[config.mk]
export PLATFORM = sky130hd
export DESIGN_NAME = mda_video_pipe_flat
export DESIGN_NICKNAME = d
export VERILOG_FILES = /design/src/rtl/mda_video_pipe_if.sv /design/src/rtl/mda_video_pipe.sv /design/src/flat_wrapper.sv
export SDC_FILE = /design/constraint.sdc
export NUM_CORES = 1
export LEC_CHECK = 0
export BUFFER_PORTS_ARGS = -buffer_cell sky130_fd_sc_hd__buf_2
export CAP_MARGIN = 25
export CORE_MARGIN = 5
export CORE_UTILIZATION = 25
export DETAILED_ROUTE_END_ITERATION = 8
export SETUP_SLACK_MARGIN = 0.05
export SLEW_MARGIN = 5
export SYNTH_ARGS = -nofsm -noshare
export SYNTH_HDL_FRONTEND = slang
export SYNTH_SLANG_ARGS = --single-unit
[constraint.sdc]
create_clock -name clk -period 4 [get_ports clk]
set_input_delay 0.8 -clock clk [delete_from_list [all_inputs] [get_ports clk]]
set_output_delay 0.8 -clock clk [all_outputs]
set_load 0.01 [all_outputs]
[src/rtl/mda_video_pipe_if.sv]
// Pixel-domain video bus for mda_video_pipe: raw MDA timing/attribute inputs
// and the colour-expanded, delayed outputs.
interface mda_video_pipe_if #(
    parameter int RED_W = 6,
    parameter int GRN_W = 7,
    parameter int BLU_W = 6
);
    logic             video;
    logic             intensity;
    logic             hsync;
    logic             vsync;
    logic             display_enable;
    logic [RED_W-1:0] red;
    logic [GRN_W-1:0] green;
    logic [BLU_W-1:0] blue;
    logic             hs_out;
    logic             vs_out;
    logic             de_out;

    modport master (
        output video, intensity, hsync, vsync, display_enable,
        input  red, green, blue, hs_out, vs_out, de_out
    );

    modport slave (
        input  video, intensity, hsync, vsync, display_enable,
        output red, green, blue, hs_out, vs_out, de_out
    );
endinterface

[src/rtl/mda_video_pipe.sv]
// MDA monochrome video to RGB pipe with switch-selected palette and blink timer.
// Optional macro MDA_SCANLINE_EN halves the brightness of odd scan lines.
module mda_video_pipe #(
    parameter int          RED_W      = 6,
    parameter int          GRN_W      = 7,
    parameter int          BLU_W      = 6,
    parameter int          PIPE_DLY   = 2,
    parameter logic [23:0] BLINK_MAX  = 24'd9100000,
    parameter logic [15:0] DEB_CYCLES = 16'd50000,
    parameter bit          HS_POL     = 1'b0,
    parameter bit          VS_POL     = 1'b0
) (
    input  logic            clk,
    input  logic            reset,
    input  logic            switch2,
    input  logic            switch3,
    mda_video_pipe_if.slave bus,
    output logic            blink
);

    logic [1:0]  sw_meta;
    logic [1:0]  sw_sync;
    logic [1:0]  sw_cand;
    logic [15:0] deb_cnt;
    logic [1:0]  sw_deb;
    logic [1:0]  pal;
    logic        vsync_q;
    logic        vs_rise;
    logic [23:0] blink_cnt;
    logic        odd_line;
    logic        pix_on;

    logic [1:0] lvl_r;
    logic [1:0] lvl_g;
    logic [1:0] lvl_b;

    logic [RED_W-1:0] pat_r;
    logic [GRN_W-1:0] pat_g;
    logic [BLU_W-1:0] pat_b;
    logic [RED_W-1:0] red_in;
    logic [GRN_W-1:0] green_in;
    logic [BLU_W-1:0] blue_in;

    logic [RED_W-1:0] red_dly   [PIPE_DLY];
    logic [GRN_W-1:0] green_dly [PIPE_DLY];
    logic [BLU_W-1:0] blue_dly  [PIPE_DLY];
    logic [PIPE_DLY-1:0] hs_dly;
    logic [PIPE_DLY-1:0] vs_dly;
    logic [PIPE_DLY-1:0] de_dly;

    assign vs_rise = bus.vsync & ~vsync_q;
    assign pix_on  = bus.video & bus.display_enable;

    // The candidate only becomes the debounced value after it has held steady
    // in the synchronized domain for the full stability window.
    always_ff @(posedge clk) begin
        if (reset) begin
            sw_meta <= 2'b00;
            sw_sync <= 2'b00;
            sw_cand <= 2'b00;
            deb_cnt <= 16'd0;
            sw_deb  <= 2'b00;
            pal     <= 2'b00;
            vsync_q <= 1'b0;
        end else begin
            sw_meta <= {switch3, switch2};
            sw_sync <= sw_meta;
            vsync_q <= bus.vsync;
            if (sw_sync != sw_cand) begin
                sw_cand <= sw_sync;
                deb_cnt <= 16'd0;
            end else if (deb_cnt == DEB_CYCLES - 16'd1) begin
                sw_deb <= sw_cand;
            end else begin
                deb_cnt <= deb_cnt + 16'd1;
            end
            if (vs_rise) begin
                pal <= sw_deb;
            end
        end
    end

`ifdef MDA_SCANLINE_EN
    logic hsync_q;
    logic line_par;

    // Only the parity of the line count is consumed, so the counter is one bit.
    always_ff @(posedge clk) begin
        if (reset) begin
            hsync_q  <= 1'b0;
            line_par <= 1'b0;
        end else begin
            hsync_q <= bus.hsync;
            if (vs_rise) begin
                line_par <= 1'b0;
            end else if (bus.hsync && !hsync_q) begin
                line_par <= ~line_par;
            end
        end
    end

    assign odd_line = line_par;
`else
    assign odd_line = 1'b0;
`endif

    always_comb begin
        lvl_r = 2'd0;
        lvl_g = 2'd0;
        lvl_b = 2'd0;
        case (pal)
            2'b00: begin
                if (bus.intensity) {lvl_r, lvl_g, lvl_b} = {2'd1, 2'd3, 2'd1};
                else               {lvl_r, lvl_g, lvl_b} = {2'd0, 2'd2, 2'd0};
            end
            2'b01: begin
                if (bus.intensity) {lvl_r, lvl_g, lvl_b} = {2'd3, 2'd2, 2'd0};
                else               {lvl_r, lvl_g, lvl_b} = {2'd2, 2'd1, 2'd0};
            end
            2'b10: begin
                if (bus.intensity) {lvl_r, lvl_g, lvl_b} = {2'd3, 2'd3, 2'd3};
                else               {lvl_r, lvl_g, lvl_b} = {2'd2, 2'd2, 2'd2};
            end
            default: begin
                if (bus.intensity) {lvl_r, lvl_g, lvl_b} = {2'd3, 2'd3, 2'd3};
                else               {lvl_r, lvl_g, lvl_b} = {2'd1, 2'd1, 2'd1};
            end
        endcase
    end

    // Level code repeated MSB-first across the component width.
    for (genvar i = 0; i < RED_W; i++) begin : g_pat_r
        assign pat_r[RED_W-1-i] = lvl_r[1 - (i % 2)];
    end
    for (genvar i = 0; i < GRN_W; i++) begin : g_pat_g
        assign pat_g[GRN_W-1-i] = lvl_g[1 - (i % 2)];
    end
    for (genvar i = 0; i < BLU_W; i++) begin : g_pat_b
        assign pat_b[BLU_W-1-i] = lvl_b[1 - (i % 2)];
    end

    always_comb begin
        red_in   = '0;
        green_in = '0;
        blue_in  = '0;
        if (pix_on) begin
            red_in   = pat_r;
            green_in = pat_g;
            blue_in  = pat_b;
            if (odd_line) begin
                red_in   = pat_r >> 1;
                green_in = pat_g >> 1;
                blue_in  = pat_b >> 1;
            end
        end
    end

    // Colour and timing share one delay line so they stay cycle-aligned.
    always_ff @(posedge clk) begin
        if (reset) begin
            for (int i = 0; i < PIPE_DLY; i++) begin
                red_dly[i]   <= '0;
                green_dly[i] <= '0;
                blue_dly[i]  <= '0;
            end
            hs_dly <= '0;
            vs_dly <= '0;
            de_dly <= '0;
        end else begin
            red_dly[0]   <= red_in;
            green_dly[0] <= green_in;
            blue_dly[0]  <= blue_in;
            hs_dly[0]    <= bus.hsync;
            vs_dly[0]    <= bus.vsync;
            de_dly[0]    <= bus.display_enable;
            for (int i = 1; i < PIPE_DLY; i++) begin
                red_dly[i]   <= red_dly[i-1];
                green_dly[i] <= green_dly[i-1];
                blue_dly[i]  <= blue_dly[i-1];
                hs_dly[i]    <= hs_dly[i-1];
                vs_dly[i]    <= vs_dly[i-1];
                de_dly[i]    <= de_dly[i-1];
            end
        end
    end

    assign bus.red    = red_dly[PIPE_DLY-1];
    assign bus.green  = green_dly[PIPE_DLY-1];
    assign bus.blue   = blue_dly[PIPE_DLY-1];
    assign bus.de_out = de_dly[PIPE_DLY-1];
    assign bus.hs_out = ~(hs_dly[PIPE_DLY-1] ^ HS_POL);
    assign bus.vs_out = ~(vs_dly[PIPE_DLY-1] ^ VS_POL);

    // Blink phase flips on the same edge the counter wraps.
    always_ff @(posedge clk) begin
        if (reset) begin
            blink_cnt <= 24'd0;
            blink     <= 1'b0;
        end else if (blink_cnt == BLINK_MAX - 24'd1) begin
            blink_cnt <= 24'd0;
            blink     <= ~blink;
        end else begin
            blink_cnt <= blink_cnt + 24'd1;
        end
    end

endmodule

[src/flat_wrapper.sv]
// flat-port wrapper written by rule: the top's interface ports become plain ports
module mda_video_pipe_flat 
#(
    parameter int          RED_W      = 6,
    parameter int          GRN_W      = 7,
    parameter int          BLU_W      = 6,
    parameter int          PIPE_DLY   = 2,
    parameter logic [23:0] BLINK_MAX  = 24'd9100000,
    parameter logic [15:0] DEB_CYCLES = 16'd50000,
    parameter bit          HS_POL     = 1'b0,
    parameter bit          VS_POL     = 1'b0
)
  (clk, reset, switch2, switch3, blink, bus_video, bus_intensity, bus_hsync, bus_vsync, bus_display_enable, bus_red, bus_green, bus_blue, bus_hs_out, bus_vs_out, bus_de_out);
  mda_video_pipe_if #(.RED_W(RED_W), .GRN_W(GRN_W), .BLU_W(BLU_W)) bus_i ();
  input  logic clk;
  input  logic reset;
  input  logic switch2;
  input  logic switch3;
  output logic blink;
  input wire logic [$bits(bus_i.video)-1:0] bus_video;
  input wire logic [$bits(bus_i.intensity)-1:0] bus_intensity;
  input wire logic [$bits(bus_i.hsync)-1:0] bus_hsync;
  input wire logic [$bits(bus_i.vsync)-1:0] bus_vsync;
  input wire logic [$bits(bus_i.display_enable)-1:0] bus_display_enable;
  output wire logic [$bits(bus_i.red)-1:0] bus_red;
  output wire logic [$bits(bus_i.green)-1:0] bus_green;
  output wire logic [$bits(bus_i.blue)-1:0] bus_blue;
  output wire logic [$bits(bus_i.hs_out)-1:0] bus_hs_out;
  output wire logic [$bits(bus_i.vs_out)-1:0] bus_vs_out;
  output wire logic [$bits(bus_i.de_out)-1:0] bus_de_out;
  assign bus_i.video = bus_video;
  assign bus_i.intensity = bus_intensity;
  assign bus_i.hsync = bus_hsync;
  assign bus_i.vsync = bus_vsync;
  assign bus_i.display_enable = bus_display_enable;
  assign bus_red = bus_i.red;
  assign bus_green = bus_i.green;
  assign bus_blue = bus_i.blue;
  assign bus_hs_out = bus_i.hs_out;
  assign bus_vs_out = bus_i.vs_out;
  assign bus_de_out = bus_i.de_out;
  mda_video_pipe #(.RED_W(RED_W), .GRN_W(GRN_W), .BLU_W(BLU_W), .PIPE_DLY(PIPE_DLY), .BLINK_MAX(BLINK_MAX), .DEB_CYCLES(DEB_CYCLES), .HS_POL(HS_POL), .VS_POL(VS_POL)) u_core (.clk(clk), .reset(reset), .switch2(switch2), .switch3(switch3), .bus(bus_i), .blink(blink));
endmodule
# [After elaboration in Yosys (flattened, before gate mapping)]
# Memory sizes are Yosys's and may differ from the RTL's.
# Cells that the tools add are included.
# W data, S select, Z words.
[word_totals] elab_cells=60 regBits=58 romBits=0 n_memories=3 ram_bits=38 latch_bits=0
[mem_list] memory="u_core.green_dly" depth=2 width=7 rd=2 rd_ports_with_merged_regs=0 wr=2 line="mda_video_pipe.sv:45" text="logic [GRN_W-1:0] green_dly [PIPE_DLY];"
[mem_list] memory="u_core.blue_dly" depth=2 width=6 rd=2 rd_ports_with_merged_regs=0 wr=2 line="mda_video_pipe.sv:46" text="logic [BLU_W-1:0] blue_dly [PIPE_DLY];"
[mem_list] memory="u_core.red_dly" depth=2 width=6 rd=2 rd_ports_with_merged_regs=0 wr=2 line="mda_video_pipe.sv:44" text="logic [RED_W-1:0] red_dly [PIPE_DLY];"
[op_classes] n_lt_le_gt_ge=0 n_addsub=2 multipliers=0 n_eq_ne=5 n_reduce_logical=6 bitwise=13 div_mod_pow=0 muxes=19 n_shift=0
[ops] cell="$mux W6" n=6
[ops] cell="$add A24 B1 Y24 const B" n=1
[ops] cell="$eq A24 B24 Y1 const B" n=1
[ops] cell="$mux W7" n=3
[ops] cell="$add A16 B1 Y16 const B" n=1
[ops] cell="$eq A16 B16 Y1 const B" n=1
[ops] cell="$pmux W2 S2" n=2
[ops] cell="$reduce_or A2 Y1" n=4
[ops] cell="$or A1 B1 Y1" n=6
[ops] cell="$pmux W2 S3" n=1
[ops] cell="$mux W1" n=5
[ops] cell="$not A1 Y1" n=5
[ops] cell="$mux W2" n=2
[ops] cell="$and A1 B1 Y1" n=2
[ops] cell="$eq A2 B1 Y1 const B" n=1
[ops] cell="$eq A2 B2 Y1 const B" n=1
[ops] cell="$logic_not A2 Y1" n=1
[ops] cell="$ne A2 B2 Y1" n=1
[ops] cell="$reduce_and A2 Y1" n=1

# [Depth between registers and ports, before layout]
# Gate-level depths: netlist (run 1).
[logic_depth] ltp_word=5 ltp_mapped=6 mapped_depth_nobuf=5

# [Least setup slack after synthesis (run 1)]
# Ideal clock, no wire load.
[synth_path] kind="register to register" startpoint="reg u_core.deb_cnt[11]" endpoint="reg u_core.sw_deb[0]" stages_incl_launch_ff=6 t_arrival_ps=1818 required_time_ps=3868 setup_ps=132 synth_period_minus_slack_ps=1950 path_buffers=1 setup_slack_ps=2050 cell_sequence="dfxtp_1 > or4b_2 > or4_1 > clkbuf_1 > o21ai_0 > a21oi_1"
[synth_via] elab_chain_cells=2
[synth_lines] item="start, declared" line="mda_video_pipe.sv:24" text="logic [15:0] deb_cnt;"
[synth_lines] item="start signal, assigned" line="mda_video_pipe.sv:75" text="deb_cnt <= deb_cnt + 16'd1;"
[synth_lines] item="$eq A16 B16 Y1" line="mda_video_pipe.sv:72" text="end else if (deb_cnt == DEB_CYCLES - 16'd1) begin"
[synth_lines] item="$reduce_and A2 Y1 (no source line)"
[synth_lines] item="end signal, assigned" line="mda_video_pipe.sv:73" text="sw_deb <= sw_cand;"
[synth_lines] item="end, declared" line="mda_video_pipe.sv:25" text="logic [1:0] sw_deb;"
# No other way between the ends.
# A chain may end at the register's enable or synchronous reset.

# [Worst setup path in the final report (run 1)]
[layout_path] startpoint="reg u_core.blink_cnt[0]" endpoint="reg u_core.blink_cnt[14]"
[layout_via] elab_chain_cells=2
[layout_lines] item="start, declared" line="mda_video_pipe.sv:29" text="logic [23:0] blink_cnt;"
[layout_lines] item="start signal, assigned" line="mda_video_pipe.sv:203" text="blink_cnt <= blink_cnt + 24'd1;"
[layout_lines] item="branches (longest 2 deep; another with $add A24 B1 Y24)"
# Parallel ways; which one is timed is not known.

==> flow_metrics.tcl, run 1 <==
set metrics [dict create \
    outcome "finished clean" \
    ys_seq_area_share_pct 46.50 \
    setup_violations 0 \
    worst-r2r-setup-slack_ps 1450 \
    crit_type "flip-flop to flip-flop" \
    finalWirelength_um 5293 \
    cts_sinks 69 \
    area_growth_pct 15.50 \
    synth.avg_cell_area_um2 9.056 \
    place.gp.congestion 0.7260 \
    drc 0 \
    holdBufCountCts 0 \
    maxSlewHeadroom_pct 35.29 \
    cap_viol_max_count 0 \
    ioPinCount 32 \
    htree_num_levels 3 \
    first_iter_violations 140 \
    drt.antenna.violating_nets 0 \
    design_area_um2 3431 \
    dieHeight_um 119 \
    cts_setup_buffers 0 \
    cp-startpoint "u_core.blink_cnt[0]" \
    syn_area_um2 2970 \
    synth-async-reset-ratio_pct 0 \
    cts-root-buf "clkbuf_16" \
    grt.overflow.total 0 \
    fin_skew_ps 5.089 \
    dieArea_um2 14160 \
    power_mw 1.593 \
    rows 39 \
    regToRegStartpoint "u_core.blink_cnt[0]" \
    cts_tree "done" \
    synth-main-ff-cell "dfxtp_1" \
    grt_pass1_vias 2076 \
    max-vdd-ir-drop_mv 0.2219 \
    setup.worst_path.end "u_core.blink_cnt[14]" \
    dr.pass1.iters 4 \
    worstSetupStartpointType "flip-flop" \
    hold_class "flip-flop to flip-flop" \
    post_drt_wl_per_cell_um 10.87 \
    final.fill_count 1188 \
    placed_area_um2 3107 \
    post_cts_resized 0 \
    cts_buffers 9 \
    core_um2 11520 \
    max-clock-path-buffers 2 \
    clkTransAtPathRegs_ps 50 \
    synth_edf_count 0 \
    worst_pin_slew_ps 970.0 \
    hpwl_um 3749 \
    die_w_um 119 \
    port_buffers 31 \
    diodes 0 \
    endpoint_kind "flip-flop" \
    timing.fmax_ghz 0.3917 \
    leakage_nw 1.241 \
    period_needed_ps 2553 \
    insertion_delay_ps 320 \
    power_per_cell_area_nw_per_um2 464.3 \
    post-route-period-util_pct 63.82 \
    synth_cell_types 38 \
    viasPerCell 4.544 \
    rsz0062_at_grt "no" \
    grt_max_degree 27 \
    drive_gt1_share_pct 15.99 \
    synth_nets 343 \
    ff2ff_path_depth 5 \
    timing.final.hold_violations 0 \
    cp.required_ps 4170 \
    tns_ps 0 \
    synth_cells 328 \
    post-route-util_pct 29.79 \
    slew_violations 0 \
    finalNetCount 354 \
    cp.arrival_ps 2720 \
    synth-seq-cells 69 \
    cp_max_fo 24 \
    ys.warnings.count 0 \
    antenna_found_initial 0 \
    regToRegEndpoint "u_core.blink_cnt[14]" \
    initial_utilization_pct 25.79 \
    via_count 2213 \
    grt_pass1_wl_um 9156 \
    grt_usage_pct 7.829 \
]
[cells in the final DEF (no fill, tap or decap), drive strengths merged]
master and count:
and4 4, clkinv 3, xor2 13, or4b 3
or2 2, o31ai 2, o22ai 1, nand3 17
or4 8, o21ai 15, inv 11, a21oi 22
bufinv 2, nand4b 1, o211ai 1, xnor2 12
nor2b 18, nand4 10, nor3b 1, buf 31
nand2 19, and3 2, clkbuf 9, nor2 31
nor3 5, dfxtp 69, o21bai 1, or3 11
or4bb 2, nand2b 4, ha 6, mux2i 3
nor4 4, clkinvlp 1
[how the worst min path moves through the flow]
stage	to	from	cells past startpoint	slack, ps
after global placement	u_core.de_dly[1]	u_core.de_dly[0]	1	420
after CTS	u_core.green_dly[0][12]	u_core.green_dly[0][5]	1	440
after global routing	u_core.hs_dly[1]	u_core.hs_dly[0]	1	450
final	u_core.red_dly[0][10]	u_core.red_dly[0][4]	1	430
after floorplan	u_core.blue_dly[0][10]	u_core.blue_dly[0][4]	1	410
after detailed placement	u_core.red_dly[0][9]	u_core.red_dly[0][3]	1	420
[through the flow]
step,setup WS (ps),std cells,hold WS (ps)
final,1447,487,434.1
after global routing,1171,487,451.2
after CTS,1401,487,436.6
after detailed placement,1411,471,424.2
after global placement,1492,471,418.8
after floorplan,2050,328,413.8
[state kept, by name, indices dropped and copies added, names as in the netlist]
name and flops:
u_core.blink_cnt 24, u_core.deb_cnt 16, u_core.blue_dly 4, u_core.green_dly 4, u_core.red_dly 4, u_core.de_dly 2
u_core.hs_dly 2, u_core.pal 2, u_core.sw_cand 2, u_core.sw_deb 2, u_core.sw_meta 2, u_core.sw_sync 2
u_core.vs_dly 2, u_core.blink 1
[Yosys cell counts (6+ instances only)]
cell      instances  area, µm²
xor2_1           13      113.9
nand4_1           9      56.30
ha_1              6      75.07
buf_4            21      157.7
or4_1             6      45.04
nand3_1          17      85.08
dfxtp_1          69       1381
nand2_1          19      71.32
clkbuf_1          6      22.52
nor2b_1          18      112.6
or3_1            11      68.82
xnor2_1          12      105.1
nor2_1           31      116.4
o21ai_0          15      75.07
a21oi_1          21      105.1
inv_1            10      37.54
[layout make-up]
| cell class | count | area [µm²] | share of cell area [%] |
|---|---|---|---|
| clock buffers | 9 | 225.2 | 6.565 |
| clock inverters | 7 | 98.84 | 2.881 |
| inverters | 10 | 37.54 | 1.094 |
| multi-input cells | 218 | 1354 | 39.46 |
| flip-flops and latches | 69 | 1381 | 40.26 |
| well taps | 143 | 178.9 | 5.215 |
| repair buffers | 31 | 155.1 | 4.522 |
[critical path: stages, from the launching register on]
cell and delay (ps):
dfxtp_1 380, ha_1 230, nand3_1 240, or4_1 640
o21bai_2 800, nor2_1 110
[layer usage]
| layer | wire (µm) | share of wire, % | track usage, % | up-vias |
|---|---|---|---|---|
| met2 | 2438 | 46 | 12.33 | 47 |
| met4 | 63 | 1.2 | 3.186 | 0 |
| met1 | 2524 | 48 | 9.475 | 1026 |
| met3 | 266 | 5.0 | 3.223 | 8 |
| met5 | 0 | 0 | 0 | - |
| li1 | - | - | - | 1132 |
[cell families after synthesis]
kind of cell | after synthesis | synth area share, %
xor gates and xnor gates | 25 | 7.372
DFF | 69 | 46.50
AOI/OAI and AO/OA | 42 | 7.709
buffers and inverters | 41 | 7.919
adders and majority gates | 6 | 2.527
and+or+nand+nor | 142 | 26.96
muxes | 3 | 1.011
[report_power, final]
part / internal [mW] / switching, mW / total [mW]
Clock: 0.548 / 0.292 / 0.840
Combinational: 0.0181 / 0.0275 / 0.0455
Sequential: 0.700 / 0.00797 / 0.708
Total: 1.27 / 0.327 / 1.59
(Power assumes the default switching activity.)
==> run 2, diff against run 1 <==
- clock period: 4 -> 2.6 ns (I/O delays scaled with it)
==> run 2 against run 1 <==
  * Utilization increased by 0.48 points
  * Final area increased by 1.6%
  * Largest power group unchanged
  * Total power increased by 57%
  * Register-to-register slack got worse by 1000 ps
  * Largest cell class unchanged
  * Flip-flop and latch count unchanged
  * Critical path type unchanged
  * Global-route usage increased by 0.27 points
==> flow_metrics.tcl, run 2 (synthesis gave the netlist of run 1 again) <==
set metrics [dict create \
    pre_cts_slack_ps 457.9 \
    htree_num_levels 3 \
    top_register "u_core.blink_cnt" \
    tns_ps 0 \
    max-vdd-ir-drop_mv 0.3336 \
    drt.antenna.violating_nets 0 \
    finalWirelength_um 5490 \
    place.gp.congestion 0.7859 \
    grt_pass1_wl_um 9446 \
    antenna_found_initial 0 \
    grt_max_degree 26 \
    placed_area_um2 3152 \
    cp_cell_sequence "or4b_1 > or4_1 > o21bai_2 > buf_4 > nor2_1" \
    slew_violations 0 \
    regToRegEndpoint "u_core.blink_cnt[7]" \
    port_buffers 31 \
    crit_buf_inv 1 \
    dieArea_um2 14160 \
    cts-root-buf "clkbuf_16" \
    worstSetupStartpointType "flip-flop" \
    period_needed_ps 2160 \
    drive_gt1_share_pct 17.43 \
    diodes 0 \
    holdPathEnd "u_core.sw_meta[1]" \
    cts_sinks 69 \
    hold_start "switch3" \
    final_cell_mix "dfxtp_1 (69), nor2_1 (31), buf_2 (31)" \
    cts_tree "done" \
    viasPerCell 4.523 \
    crit_type "flip-flop to flip-flop" \
    cp.required_ps 2820 \
    post_drt_wl_per_cell_um 11.14 \
    final_common_cell "dfxtp_1" \
    setup_violations 0 \
    cp_max_fo 10 \
    grt_usage_pct 8.101 \
    largest_reg_flops 24 \
    via_count 2230 \
    ff2ff_path_depth 5 \
    outcome "finished clean" \
    initial_utilization_pct 25.79 \
    cts_buffers 9 \
    power_mw 2.494 \
    holdBufCountCts 0 \
    timing.final.hold_violations 0 \
    max-clock-path-buffers 2 \
    fin_skew_ps 4.092 \
    post-route-period-util_pct 83.07 \
    drc 0 \
    power_per_cell_area_nw_per_um2 715.5 \
    cp.arrival_ps 2380 \
    post_cts_resized 0 \
    dr.pass1.iters 4 \
    reg_top3 "u_core.blink_cnt (24), u_core.deb_cnt (16)" \
    rsz0062_at_grt "no" \
    core_um2 11520 \
    timing.fmax_ghz 0.4630 \
    first_iter_violations 108 \
    finalNetCount 360 \
    ioPinCount 32 \
    design_area_um2 3486 \
    final.fill_count 1183 \
    setup_ws_ps 440.1 \
    endpoint_kind "flip-flop" \
    grt.overflow.total 0 \
    rows 39 \
    hold_path_depth 2 \
    insertion_delay_ps 330 \
    leakage_nw 1.276 \
    worst-r2r-setup-slack_ps 440 \
    cts_setup_buffers 0 \
    grt_pass1_vias 2126 \
    slowest_stage "or4_1" \
    die_w_um 119 \
    clkTransAtPathRegs_ps 50 \
    hold_class "primary input to flip-flop" \
    regToRegStartpoint "u_core.blink_cnt[20]" \
    worst_pin_slew_ps 323.4 \
    dieHeight_um 119 \
    cap_viol_max_count 0 \
    critPathMaxStageDelay_ps 580 \
    hpwl_um 3883 \
    maxSlewHeadroom_pct 78.41 \
    area_growth_pct 17.35 \
    holdWs_ps 405.8 \
    path_delay_family "simple AND/OR/NAND/NOR gates" \
]
==> run 2: layout make-up <==
class	count	area, µm²	area share, %
clock buffer	11	252.7	7.251
tap	143	178.9	5.133
sequential	69	1381	39.63
inverter	10	37.54	1.077
clock inverter	5	81.33	2.333
timing repair buffer	37	200.2	5.743
multi-input combinational	218	1354	38.84
==> run 2: through the flow <==
stage               util (%)  instances
floorplan                  -        328
finish                 30.27        493
detailed placement     27.37        477
global placement       27.37        477
CTS                    30.27        493
global route           30.27        493
==> run 2: report_power, final <==
| group | leakage [nW] | internal [mW] | switching, mW |
|---|---|---|---|
| registers | 0.560 | 1.08 | 0.0119 |
| clock network | 0.162 | 0.892 | 0.439 |
| logic | 0.554 | 0.0321 | 0.0424 |
==> run 2: per-layer routing <==
| metal | routed length, µm | GRT usage (%) |
|---|---|---|
| met1 | 2521 | 9.366 |
| met2 | 2500 | 12.86 |
| met3 | 349 | 2.938 |
| met4 | 119 | 4.779 |
| met5 | 0 | 0 |
==> run 2: worst max path at each step <==
stage                     slack [ps]  cells past startpoint                    to                  from
after global routing             320                      5  u_core.blink_cnt[10]  u_core.blink_cnt[20]
final                            440                      5   u_core.blink_cnt[7]  u_core.blink_cnt[20]
after detailed placement         460                      5  u_core.blink_cnt[12]  u_core.blink_cnt[21]
after global placement           490                      4  u_core.blink_cnt[23]   u_core.blink_cnt[4]
after CTS                        420                      5   u_core.blink_cnt[7]  u_core.blink_cnt[20]
after floorplan                  650                      5      u_core.sw_deb[0]    u_core.deb_cnt[11]
==> run 3, diff against run 2 <==
- ABC_AREA: not set -> 1
- clock period: 2.6 -> 1.75 ns (I/O delays scaled with it)
==> run 3 against run 2 <==
  * Global-route usage increased by 0.10 points
  * Register-to-register slack got worse by 200 ps
  * Die area increased by 9.3%
  * Worst hold slack got worse by 190 ps
  * Synthesized cell count increased by 41%
  * Fmax increased by 43%
  * Final area increased by 7.9%
  * Sequential share of layout area decreased by 2.9 points
  * Clock-buffer cell count increased by 1
  * Routed wire length increased by 11%
  * Cell count increased by 33%
  * Clock power increased by 29%
==> flow_metrics.tcl, run 3 <==
set metrics [dict create \
    synth-main-ff-cell "dfxtp_1" \
    ys_seq_area_share_pct 42.20 \
    dpl.cell_count 641 \
    port_buffers 31 \
    dieHeight_um 124.4 \
    insertion_delay_ps 330 \
    maxSlewHeadroom_pct 63.95 \
    largest_reg_flops 24 \
    synth_nets 476 \
    cp.required_ps 1950 \
    max-clock-path-buffers 2 \
    area_growth_pct 14.87 \
    p_sw_share_pct 22.07 \
    synth_top_area_share_pct 42.20 \
    hold_start "switch2" \
    initial_utilization_pct 25.73 \
    synth_edf_count 0 \
    antenna_found_initial 0 \
    core_um2 12720 \
    share_seq_of_total_power_pct 47.0 \
    pwr-share-comb_pct 3.7 \
    ioPinCount 32 \
    htree_num_levels 3 \
    drc 0 \
    rsz0062_at_grt "no" \
    clkTransAtPathRegs_ps 60 \
    final_common_cell "nand2_1" \
    syn_area_um2 3273 \
    worst_pin_slew_ps 539.5 \
    p_switching_mw 0.7631 \
    seq_area_um2 1381 \
    post_cts_resized 0 \
    fin_skew_ps 5.408 \
    grt_usage_pct 8.203 \
    hold_class "primary input to flip-flop" \
    post-route-util_pct 29.55 \
    drive_gt1_share_pct 13.40 \
    finalWirelength_um 6100 \
    hpwl_um 4533 \
    holdBufCountCts 0 \
    power_per_cell_area_nw_per_um2 919.6 \
    place.gp.congestion 0.8229 \
    drt.antenna.violating_nets 0 \
    yosys-top-cells-area "dfxtp_1 (42%), nand2_1 (12%), nor2_1 (8.7%)" \
    synth-async-reset-ratio_pct 0 \
    leakage_nw 1.468 \
    setup_violations 0 \
    final_cell_mix "nand2_1 (106), nor2_1 (76), dfxtp_1 (69)" \
    critPathMaxStageDelay_ps 370 \
    crit_type "flip-flop to flip-flop" \
    multi_input_area_um2 1454 \
    grt.overflow.total 0 \
    viasPerCell 4.047 \
    p_int_mw 2.694 \
    yosys-top-cells-count "nand2_1 (106), nor2_1 (76), dfxtp_1 (69), inv_1 (68), a21oi_1 (31)" \
    cts_buffers 9 \
    slew_violations 0 \
    fin_cells 657 \
    cp.arrival_ps 1710 \
    cap_viol_max_count 0 \
    slowest_stage "dfxtp_1" \
    critPathMostFrequentCell "nand3_2" \
    cts_tree "done" \
    top_register "u_core.blink_cnt" \
    cp_cell_sequence "ha_1 > nand3_2 > nor2_2 > nand3_2 > nand2_4 > nor2_1" \
    dr.pass1.iters 5 \
    final.fill_count 1416 \
    cts-root-buf "clkbuf_16" \
    regToRegStartpoint "u_core.blink_cnt[0]" \
    grt_max_degree 25 \
    synth.avg_cell_area_um2 7.100 \
    grt_pass1_vias 2553 \
    tns_ps 0 \
    holdWs_ps 218.8 \
    endpoint_kind "flip-flop" \
    synth_cells 461 \
    reg_top3 "u_core.blink_cnt (24), u_core.deb_cnt (16)" \
    power_mw 3.458 \
    die_w_um 124.4 \
    via_count 2659 \
    synth.most_common_cell "nand2_1" \
    outcome "finished clean" \
    post-route-period-util_pct 86.11 \
    cp_max_fo 24 \
    cts_setup_buffers 0 \
    grt_pass1_wl_um 10860 \
    diodes 0 \
    yosysTopAreaCell "dfxtp_1" \
    cts_sinks 69 \
    post_drt_wl_per_cell_um 9.285 \
    power_frac_clock_pct 49.3 \
    period_needed_ps 1507 \
    cp-startpoint "u_core.blink_cnt[0]" \
    first_iter_violations 147 \
    synth-seq-cells 69 \
    timing.final.hold_violations 0 \
    max-vdd-ir-drop_mv 0.4836 \
    timing.fmax_ghz 0.6636 \
    worstSetupStartpointType "flip-flop" \
    synth_cell_types 29 \
    rows 41 \
    finalNetCount 495 \
    ys.warnings.count 0 \
    dieArea_um2 15480 \
]
[run 3: worst paths after layout]
check	to	slack, ps	cells past startpoint
worst max-delay path	u_core.blink_cnt[10]	240	6
worst min-delay path	u_core.sw_meta[0]	220	3
worst max register to register	u_core.blink_cnt[10]	240	6
worst min register to register	u_core.sw_sync[1]	400	2
[run 3: layout make-up]
type	instances	area share, %
Tap cell	172	5.724
Clock buffer	12	6.822
Timing Repair Buffer	32	4.326
Multi-Input combinational cell	299	38.67
Sequential cell	69	36.74
Inverter	69	6.889
Clock inverter	4	0.8319
[run 3: power by group through the flow]
| stage | registers (mW) | clock network (mW) | logic [mW] |
|---|---|---|---|
| after floorplan | 1.65 | 0 | 0.105 |
| after global placement | 1.66 | 0 | 0.126 |
| after detailed placement | 1.66 | 0 | 0.131 |
| after CTS | 1.62 | 1.77 | 0.131 |
| after global routing | 1.63 | 1.85 | 0.151 |
| final | 1.62 | 1.71 | 0.128 |
[run 3: metrics by stage]
stage / setup WS, ps / area (µm²)
final: 243.1 / 3760
after global routing: 98.21 / 3760
after CTS: 209.1 / 3760
after detailed placement: 235.3 / 3472
after global placement: 312.7 / 3472
after floorplan: 428.2 / 3273
[run 3: metal layers]
layer  routed length (µm)  GRT usage (%)  vias to the layer above
met5                    0              0                        -
met2                 3104          14.44                       34
met4                   27          2.837                        0
li1                     -              -                     1434
met3                  246          3.002                        4
met1                 2721          9.081                     1187
[run 3: cells by family after synthesis]
kind of cell    Yosys count  share of synthesized area (%)
fa+ha+maj                 6                          2.294
simple gates            239                          32.38
compound gates           42                          6.537
flops                    69                          42.20
buf+inv                  93                          13.38
xor+xnor                 12                          3.211
[run 3: critical path, delay by kind of cell, from the launching register on]
family | cells | cell delay (ps)
flops | 1 | 370
fa+ha+maj | 1 | 220
simple gates | 5 | 800
